### src/rtl/nfc_status_poll_pkg.sv
// Shared constants for the NAND status-poll block: status-register bit
// positions and the command-type bit meanings understood by phy_status.
package nfc_status_poll_pkg;

  // Bit positions inside the NAND status register.
  typedef enum int unsigned {
    SR_FAIL = 0,
    SR_ARDY = 5,
    SR_RDY  = 6
  } sr_bit_e;

  // Bit meanings of the 3-bit command type handed to phy_status.
  typedef enum int unsigned {
    CMD_BIT_ENH     = 0,
    CMD_BIT_TRAIL00 = 1
  } cmd_bit_e;

  // Builds the phy_status command type from the enhanced/trailing-00h flags.
  function automatic logic [2:0] cmdType(input logic enh, input logic trail00);
    logic [2:0] t;
    t = 3'b000;
    t[CMD_BIT_ENH]     = enh;
    t[CMD_BIT_TRAIL00] = trail00;
    return t;
  endfunction

endpackage

### src/rtl/nfc_status_poll.sv
// nfc_status_poll: repeatedly issues Read Status (70h) or Read Status
// Enhanced (78h) through phy_status until the LUN reports ready, then
// returns the final status byte to the requester.
// Optional feature macro: NFC_POLL_TIMEOUT_EN enables the MAX_POLLS budget;
// without it the block polls indefinitely and o_done_timeout stays 0.
module nfc_status_poll
  import nfc_status_poll_pkg::*;
#(
  parameter int unsigned POLL_GAP  = 16,
  parameter int unsigned MAX_POLLS = 1024
) (
  input  logic        clk,
  input  logic        rst,
  input  logic        i_req_valid,
  output logic        o_req_ready,
  input  logic [15:0] i_req_id,
  input  logic [23:0] i_req_addr,
  input  logic        i_req_enh,
  output logic        o_done,
  output logic [15:0] o_done_id,
  output logic [7:0]  o_done_sr,
  output logic        o_done_fail,
  output logic        o_done_timeout,
  output logic [15:0] o_poll_cnt,
  output logic        o_phy_req,
  input  logic        i_phy_ready,
  output logic [15:0] o_phy_cmd_id,
  output logic [23:0] o_phy_addr,
  output logic [2:0]  o_phy_cmd_type,
  input  logic        i_phy_ack,
  input  logic [7:0]  i_phy_sr,
  input  logic [15:0] i_phy_cmd_id
);

  typedef enum logic [6:0] {
    S_IDLE     = 7'b0000001,
    S_ISSUE    = 7'b0000010,
    S_REQ      = 7'b0000100,
    S_WAIT_ACK = 7'b0001000,
    S_EVAL     = 7'b0010000,
    S_GAP      = 7'b0100000,
    S_DONE     = 7'b1000000
  } state_e;

  localparam logic [15:0] PollLimit = 16'(MAX_POLLS);
  localparam bit          NoGap     = (POLL_GAP == 0);
  localparam logic [15:0] GapLast   = NoGap ? 16'd0 : 16'(POLL_GAP - 1);
`ifdef NFC_POLL_TIMEOUT_EN
  localparam bit          TimeoutEn = 1'b1;
`else
  localparam bit          TimeoutEn = 1'b0;
`endif

  state_e      state_q, state_d;
  logic [15:0] id_q;
  logic [23:0] addr_q;
  logic        enh_q;
  logic [15:0] pollCnt_q;
  logic [15:0] gapCnt_q;
  logic [7:0]  sr_q;
  logic        timeout_q;

  logic accept;
  logic ackHit;
  logic rdy;
  logic budgetHit;

  assign accept    = i_req_valid && (state_q == S_IDLE);
  assign ackHit    = (state_q == S_WAIT_ACK) && i_phy_ack && (i_phy_cmd_id == id_q);
  assign rdy       = sr_q[SR_RDY];
  assign budgetHit = TimeoutEn && (pollCnt_q == PollLimit);

  // State register; reset drops any in-flight poll back to IDLE.
  always_ff @(posedge clk or posedge rst) begin
    if (rst) state_q <= S_IDLE;
    else     state_q <= state_d;
  end

  // Next-state logic; ready status takes priority over the poll budget.
  always_comb begin
    state_d = state_q;
    unique case (state_q)
      S_IDLE:     if (accept) state_d = S_ISSUE;
      S_ISSUE:    if (i_phy_ready) state_d = S_REQ;
      S_REQ:      state_d = S_WAIT_ACK;
      S_WAIT_ACK: if (ackHit) state_d = S_EVAL;
      S_EVAL: begin
        if (rdy || budgetHit) state_d = S_DONE;
        else if (NoGap)       state_d = S_ISSUE;
        else                  state_d = S_GAP;
      end
      S_GAP:      if (gapCnt_q == GapLast) state_d = S_ISSUE;
      S_DONE:     state_d = S_IDLE;
      default:    state_d = S_IDLE;
    endcase
  end

  // Request context, poll/gap counters and captured status byte.
  always_ff @(posedge clk or posedge rst) begin
    if (rst) begin
      id_q      <= 16'd0;
      addr_q    <= 24'd0;
      enh_q     <= 1'b0;
      pollCnt_q <= 16'd0;
      gapCnt_q  <= 16'd0;
      sr_q      <= 8'd0;
      timeout_q <= 1'b0;
    end else begin
      if (accept) begin
        id_q      <= i_req_id;
        addr_q    <= i_req_addr;
        enh_q     <= i_req_enh;
        pollCnt_q <= 16'd0;
        timeout_q <= 1'b0;
      end
      if ((state_q == S_REQ) && (pollCnt_q != 16'hFFFF)) pollCnt_q <= pollCnt_q + 16'd1;
      if (ackHit) sr_q <= i_phy_sr;
      if (state_q == S_EVAL) begin
        gapCnt_q  <= 16'd0;
        timeout_q <= !rdy && budgetHit;
      end else if (state_q == S_GAP) begin
        gapCnt_q <= gapCnt_q + 16'd1;
      end
    end
  end

  assign o_req_ready    = (state_q == S_IDLE);
  assign o_phy_req      = (state_q == S_REQ);
  assign o_done         = (state_q == S_DONE);
  assign o_done_id      = id_q;
  assign o_done_sr      = sr_q;
  assign o_done_fail    = sr_q[SR_FAIL];
  assign o_done_timeout = TimeoutEn && timeout_q;
  assign o_poll_cnt     = pollCnt_q;
  assign o_phy_cmd_id   = id_q;
  assign o_phy_addr     = addr_q;
  assign o_phy_cmd_type = cmdType(enh_q, 1'b0);

endmodule

### config.mk
export PLATFORM = sky130hd
export DESIGN_NAME = nfc_status_poll
export DESIGN_NICKNAME = d
export VERILOG_FILES = /design/src/rtl/nfc_status_poll_pkg.sv /design/src/rtl/nfc_status_poll.sv
export SDC_FILE = /design/constraint.sdc
export NUM_CORES = 1
export LEC_CHECK = 0
export CORE_MARGIN = 2
export CORE_UTILIZATION = 45
export CTS_CLUSTER_DIAMETER = 120
export DETAILED_ROUTE_END_ITERATION = 7
export PLACE_DENSITY = 0.89
export SYNTH_ARGS = -nofsm -noshare
export SYNTH_HDL_FRONTEND = slang
export SYNTH_SLANG_ARGS = --single-unit
export TNS_END_PERCENT = 50
### constraint.sdc
create_clock -name clk -period 4.5 [get_ports clk]
set_clock_uncertainty 0.05 [all_clocks]
set_input_delay 1.125 -clock clk [delete_from_list [all_inputs] [get_ports clk]]
set_output_delay 1.125 -clock clk [all_outputs]
set_load 0.1 [all_outputs]
==> results of run 1 <==
## path summary, 6_finish.rpt
check                              startpoint             end  slack, ns  cells after the start
min in group asynchronous                 rst  o_phy_addr[16]       1.14                      2
max in group asynchronous                 rst   o_done_id[12]       2.44                      3
worst min register to register  o_phy_addr[3]   o_phy_addr[3]       0.43                      2
worst min-delay path            o_phy_addr[3]   o_phy_addr[3]       0.43                      2
worst max register to register     state_q[5]   o_poll_cnt[5]       1.82                      5
worst max-delay path               state_q[1]          o_done       1.20                      3
## Yosys cell counts (2+ instances only)
cell type / count / share of area, %
sky130_fd_sc_hd__a21boi_0: 2 / 0.34
sky130_fd_sc_hd__a21o_1: 3 / 0.52
sky130_fd_sc_hd__a221o_1: 3 / 0.69
sky130_fd_sc_hd__a31oi_1: 5 / 0.72
sky130_fd_sc_hd__and2_1: 3 / 0.43
sky130_fd_sc_hd__and3_1: 3 / 0.43
sky130_fd_sc_hd__and4_1: 4 / 0.80
sky130_fd_sc_hd__buf_4: 23 / 4.0
sky130_fd_sc_hd__buf_6: 2 / 0.52
sky130_fd_sc_hd__clkbuf_1: 11 / 0.95
sky130_fd_sc_hd__dfrtp_1: 87 / 50
sky130_fd_sc_hd__ha_1: 2 / 0.57
sky130_fd_sc_hd__inv_1: 8 / 0.69
sky130_fd_sc_hd__mux2_4: 8 / 2.8
sky130_fd_sc_hd__mux2i_1: 3 / 0.69
sky130_fd_sc_hd__nand2_1: 151 / 13
sky130_fd_sc_hd__nand2b_1: 2 / 0.29
sky130_fd_sc_hd__nand3_1: 12 / 1.4
sky130_fd_sc_hd__nand4_1: 15 / 2.2
sky130_fd_sc_hd__nand4b_1: 2 / 0.40
sky130_fd_sc_hd__nor2_1: 32 / 2.8
sky130_fd_sc_hd__nor2b_1: 4 / 0.57
sky130_fd_sc_hd__nor3_1: 8 / 0.92
sky130_fd_sc_hd__nor4_1: 7 / 1.0
sky130_fd_sc_hd__nor4_4: 2 / 0.98
sky130_fd_sc_hd__nor4b_1: 3 / 0.60
sky130_fd_sc_hd__o21ai_0: 12 / 1.4
sky130_fd_sc_hd__or2_2: 2 / 0.29
sky130_fd_sc_hd__or4_1: 2 / 0.34
sky130_fd_sc_hd__xnor2_1: 12 / 2.4
sky130_fd_sc_hd__xor2_1: 20 / 4.0
## per-layer routing
metal	GRT usage, %	up-vias
li1	-	1806
met1	28.13	1830
met2	37.35	157
met3	6.293	24
met4	6.872	0
met5	0	-
## stage by stage
step / instances / hold slack [ns] / util (%) / cell area [sq um]
final: 738 / 0.4304 / 65.14 / 6076
after global routing: 738 / 0.4546 / 65.14 / 6076
after CTS: 738 / 0.4355 / 65.14 / 6076
after detailed placement: 722 / 0.4123 / 62.87 / 5864
after global placement: 722 / 0.4087 / 62.87 / 5864
after floorplan: 471 / 0.3969 / - / 4372
## final cells by class
cell class                      instances  area [sq um]
Fill cell                             720          3252
Clock inverter                          7         87.58
Tap cell                              129         161.4
Clock buffer                            9         123.9
Sequential cell                        88          2203
Inverter                                9         35.03
Multi-Input combinational cell        337          1893
Timing Repair Buffer                  159          1572
## cells in the final DEF (no fill, tap or decap), drive strengths merged, types with 3 or more instances in the layout
cell / netlist / final
a221o: 3 / 3
xor2: 20 / 20
conb: 1 / 3
and2: 3 / 3
dfrtp: 87 / 87
clkbuf: 11 / 9
nand3: 12 / 12
nor3: 9 / 9
and3: 3 / 3
clkdlybuf4s50: 0 / 151
nand2: 151 / 151
a31oi: 5 / 5
a21o: 3 / 3
nor4b: 4 / 4
mux2: 8 / 8
nor2: 32 / 32
inv: 9 / 11
and4: 4 / 4
o21ai: 13 / 13
nand4: 15 / 15
nor4: 9 / 9
buf: 26 / 8
nor2b: 4 / 4
xnor2: 12 / 12
mux2i: 3 / 3
## sequential cells by signal, indices dropped and copies added (netlist names)
register and cells:
o_phy_addr 24, gapCnt_q 16, o_done_id 16, o_poll_cnt 16, o_done_sr 8, state_q 7
enh_q 1
## power by group
part	switching [mW]	internal (mW)	total (mW)
Clock	0.305	0.267	0.572
Sequential	0.185	0.987	1.17
Combinational	2.40	0.650	3.05
## cells by family after synthesis
family,after synthesis
xor+xnor,32
other cells,1
fa+ha+maj,2
mux,11
flops,88
compound gates,33
simple gates,256
buf+inv,46
## worst max-delay path, cell delays in order (launching register included)
cell and delay, ns:
sky130_fd_sc_hd__dfrtp_1 0.42, sky130_fd_sc_hd__or4_1 0.71, sky130_fd_sc_hd__nor4b_2 0.31, sky130_fd_sc_hd__buf_4 0.33
==> results.tsv, run 1 <==
stage	metric	value	unit
clock_network	clockRootBuffer	sky130_fd_sc_hd__clkbuf_8	
outcome	run_status	finished, final reports clean	
sta	finalSetupTns	0	ns
logic_synthesis	synthAdderAreaFrac	0.5742	%
sta	grt_setup_unrepaired	false	
floorplan	die_x	102.4	microns
worst_setup_path	startpoint_type_of_the_worst_setup_path	flop	
route	ant_nets	0	
cells_and_area	final_nets	676	
clock_network	cts-buffers-inserted	9	
route	drtIter0Drc	148	
sta	worst_slew_margin_rel	32.90	%
clock_network	max_h_tree_level	3	
logic_synthesis	synth-async-reset-ratio	100.0	%
logic_synthesis	yosys.area_share.simple	27.48	%
floorplan	initial_utilization	46.72	%
logic_synthesis	sequential_cell_area_fraction_in_the_yosys_report	50.56	%
floorplan	io_pins	158	
cells_and_area	drive_gt1_share	7.225	%
global_route	first_global_vias	3779	
clock_network	cts.reportedPaths.clkPinSlew	0.09	ns
pwr	report.power.total	4.789	mW
clock_network	cts_repair_resize_count	0	
route	met1_routed_wirelength_after_detailed_routing	4586	microns
sta	finalHoldViolCount	0	
worst_setup_path	endpoint_type_of_the_worst_setup_path	primary output	
clock_network	postCtsSetupBuffers	0	
sta	max_freq	0.3033	GHz
route	dr.max_layer_used	met4	
worst_setup_path	crit_required	3.32	ns
logic_synthesis	ys_dominant_reg_cell	sky130_fd_sc_hd__dfrtp_1	
pwr	cell_area_power_density	788.2	mW/mm^2
global_route	antenna_found_initial	0	
clock_network	hold_buffers	0	
sta	post-route-min-period	3.297	ns
floorplan	coreArea	0.009328	sq mm
route	detail_route.wirelength	11340	microns
hold_path	hold_class	flop to flop	
placed_design	weighted_congestion_reported_at_the_end_of_routability_driven_placement	0.9235	
flow_run	number_of_max_cap_violations	0	
worst_setup_path	worstPathArrival	2.12	ns
cells_and_area	diodes	0	
worst_setup_path	path_class	flop to primary output	
clock_network	cts_max_path_buffers	2	
logic_synthesis	postSynthCellCount	469	
logic_synthesis	synth_seq_cells	88	
pwr	power.ir.vdd_worst	651.0	uV
clock_network	clkLatencyLatePin	0.36	ns
clock_network	cts_tree	built	
route	vias_per_cell	5.172	
sta	final_critical_path_setup_slack	1.203	ns
logic_synthesis	ys.warnings.count	0	
placed_design	place.detailed.hpwl	8427	microns
global_route	grtUsageTotal	22.27	%
logic_synthesis	synthMuxAreaShare	3.445	%
global_route	globalRoute.totalOverflow	0	
sta	report.final.setup_viol	0	
placed_design	dpl_worst_slack	1.001	ns
logic_synthesis	synth-edff-count	0	
route	post-route-drc-count	0	
route	post_drt_wl_per_cell	15.37	microns
sta	final_min_period_over_clock_period	73.26	%
cells_and_area	syn2layout_area_growth	39.42	%
logic_synthesis	synthesized_area_divided_by_synthesized_cell_count	9.292	sq um
worst_setup_path	worstPathMaxFanout	6	
floorplan	fp.dieArea	0.01049	sq mm
route	vias	3817	
route	detail_route.first_pass.iterations	4	
logic_synthesis	synth_compound_gate_area_share	5.111	%
logic_synthesis	synth_xor_area_share	6.431	%
sta	maxSlewViolCount	0	
clock_network	tritoncts_num_sinks	88	
global_route	maximum_number_of_pins_on_one_net_before_global_route_repair	45	
floorplan	number_of_core_rows	35	
placed_design	numPortBuffers	154	
floorplan	die_ht	102.4	microns
route	detailroute.wirelength.met3	729	microns
sta	worst_slew_pin_slew	1.003	ns
global_route	grt_first_pass_wirelength	18290	microns
logic_synthesis	yosysUniqueCellTypes	47	
route	met2_wl	5748	microns
logic_synthesis	main_combinational_cell_family_by_area_after_synthesis	simple AND/OR/NAND/NOR gates	
pwr	static-leakage-power	2.745	nW
logic_synthesis	synth_area	0.004358	sq mm
(Power assumes the default switching activity.)
==> run 2, diff against run 1 <==
CORE_UTILIZATION = 41   (was 45)
PLACE_DENSITY = 0.85   (was 0.89)
clock period = 2.9 ns   (was 4.5 ns; I/O delays follow)
==> results.tsv, run 2 (same netlist as run 1, synthesis figures left out) <==
stage	metric	value	unit	change
outcome	run_status	finished, final reports clean		unchanged
route	vias	3790		was 3817
clock_network	cts-buffers-inserted	9		unchanged
sta	hold_ws	0.4400	ns	was 0.4304 ns
sta	report.final.setup_viol	0		unchanged
global_route	antenna_found_initial	0		unchanged
placed_design	weighted_congestion_reported_at_the_end_of_routability_driven_placement	0.8374		was 0.9235
cells_and_area	n_fill_cell	889		was 720
floorplan	io_pins	158		unchanged
placed_design	dpl_worst_slack	-0.03724	ns	was 1.001 ns
sta	final_min_period_over_clock_period	93.54	%	
cells_and_area	largest_register_ff_count	24		unchanged
cells_and_area	mostFrequentLayoutCell	sky130_fd_sc_hd__nand2_1		
clock_network	cts_max_path_buffers	2		unchanged
floorplan	coreArea	0.01032	sq mm	was 0.009328 sq mm
cells_and_area	multiInputGateArea	0.001911	sq mm	was 0.001893 sq mm
sta	maxSlewViolCount	0		unchanged
sta	max_freq	0.3687	GHz	
worst_setup_path	timing.critical_path.cells	or4_4, nor4b_4, buf_12		was or4_1, nor4b_2, buf_4
route	post_drt_wl_per_cell	14.73	microns	was 15.37 microns
clock_network	cts_tree	built		unchanged
worst_setup_path	cpPeakStageDelay	0.61	ns	was 0.71 ns
clock_network	clockRootBuffer	sky130_fd_sc_hd__clkbuf_8		unchanged
route	detail_route.first_pass.iterations	5		was 4
placed_design	post-place-cells	731		was 722
flow_run	number_of_max_cap_violations	0		unchanged
cells_and_area	syn2layout_area_growth	36.86	%	was 39.42%
sta	worst_slew_margin_rel	57.24	%	was 32.90%
route	drtIter0Drc	246		was 148
worst_setup_path	startpoint_type_of_the_worst_setup_path	flop		unchanged
floorplan	number_of_core_rows	37		was 35
worst_setup_path	worstPathMaxFanout	6		unchanged
floorplan	die_ht	107.1	microns	was 102.4 microns
worst_setup_path	critical_path.slowest_cell	sky130_fd_sc_hd__or4_4		was sky130_fd_sc_hd__or4_1
global_route	first_global_vias	3673		was 3779
floorplan	die_x	107.1	microns	was 102.4 microns
clock_network	clkLatencyLatePin	0.36	ns	about the same
global_route	grt_first_pass_wirelength	17840	microns	was 18290 microns
worst_setup_path	crit_required	2.12	ns	was 3.32 ns
sta	finalHoldViolCount	0		unchanged
global_route	grtUsageTotal	19.71	%	was 22.27%
floorplan	initial_utilization	42.21	%	was 46.72%
cells_and_area	drive_gt1_share	20.95	%	was 7.225%
sta	grt_setup_unrepaired	false		unchanged
route	ant_nets	0		unchanged
worst_setup_path	path_class	flop to primary output		unchanged
sta	final_critical_path_setup_slack	0.1875	ns	was 1.203 ns
route	vias_per_cell	5.074		was 5.172
cells_and_area	fin_area	0.005964	sq mm	was 0.006076 sq mm
clock_network	cts.reportedPaths.clkPinSlew	0.09	ns	about the same
cells_and_area	mostFrequentLayoutCells	151 x sky130_fd_sc_hd__nand2_1, 89 x sky130_fd_sc_hd__buf_4, 87 x sky130_fd_sc_hd__dfrtp_1		was 151 x sky130_fd_sc_hd__nand2_1, 151 x sky130_fd_sc_hd__clkdlybuf4s50_1, 87 x sky130_fd_sc_hd__dfrtp_1
sta	post-route-min-period	2.713	ns	
worst_setup_path	endpoint_type_of_the_worst_setup_path	primary output		unchanged
placed_design	dpl-instance-area	0.005732	sq mm	was 0.005864 sq mm
placed_design	place.detailed.hpwl	8007	microns	was 8427 microns
floorplan	fp.dieArea	0.01147	sq mm	was 0.01049 sq mm
clock_network	max_h_tree_level	3		unchanged
cells_and_area	final-instance-count-excl-fill	747		was 738
route	detail_route.wirelength	11010	microns	was 11340 microns
cells_and_area	sequential_cell_area	0.002203	sq mm	unchanged
global_route	maximum_number_of_pins_on_one_net_before_global_route_repair	89		was 45
cells_and_area	final_nets	678		was 676
route	post-route-drc-count	0		unchanged
sta	worst_slew_pin_slew	0.6366	ns	was 1.003 ns
hold_path	hold_class	flop to flop		unchanged
placed_design	numPortBuffers	154		unchanged
worst_setup_path	worstPathArrival	1.94	ns	was 2.12 ns
clock_network	tritoncts_num_sinks	88		unchanged
global_route	globalRoute.totalOverflow	0		unchanged
cells_and_area	diodes	0		unchanged
[run 2: timing repair]
item	4_1_cts	5_1_grt
buffers inserted	0	0
endpoints found under the setup margin	1	1
hold buffers	0	0
resized for setup	1	1
[run 2: routing by layer]
metal	global-route usage, %	vias to the layer above	share of wire (%)
li1	-	1808	-
met1	24.66	1827	42
met2	32.50	144	49
met3	5.471	11	8.0
met4	7.328	0	1.4
met5	0	-	0
[run 2: worst paths after layout]
| kind | start | endpoint | slack [ns] | cells after the start |
|---|---|---|---|---|
| min | o_phy_addr[1] | o_phy_addr[1] | 0.44 | 2 |
| max in group asynchronous | rst | o_phy_addr[3] | 1.62 | 3 |
| min in group asynchronous | rst | o_poll_cnt[5] | 0.77 | 3 |
| min reg2reg | o_phy_addr[1] | o_phy_addr[1] | 0.44 | 2 |
| max reg2reg | o_poll_cnt[0] | o_poll_cnt[8] | 0.61 | 7 |
| max | state_q[1] | o_done | 0.19 | 3 |
[run 2: critical path: cells and delay by family, from the launching register on]
| family | cells | cell delay [ns] |
|---|---|---|
| and+or+nand+nor | 2 | 0.95 |
| DFF | 1 | 0.41 |
| buffers and inverters | 1 | 0.21 |
[run 2: final cells by class]
cell class              instances  share of cell area, %
inverters                       9                 0.6293
repair buffers                161                  23.79
multi-input cells             337                  32.03
flip-flops and latches         88                  36.94
clock buffers                  13                  2.664
well taps                     136                  2.853
clock inverters                 3                  1.091
[run 2: per-stage QoR]
stage / utilization (%) / TNS, ns
after floorplan: - / -0.01567
after global placement: 55.52 / -0.2240
after detailed placement: 55.52 / -0.2828
after CTS: 57.73 / 0
after global routing: 57.77 / 0
final: 57.77 / 0
Power of run 2 is not shown: default switching activity piles up to over one toggle a cycle in this logic, so the estimate is an artifact.
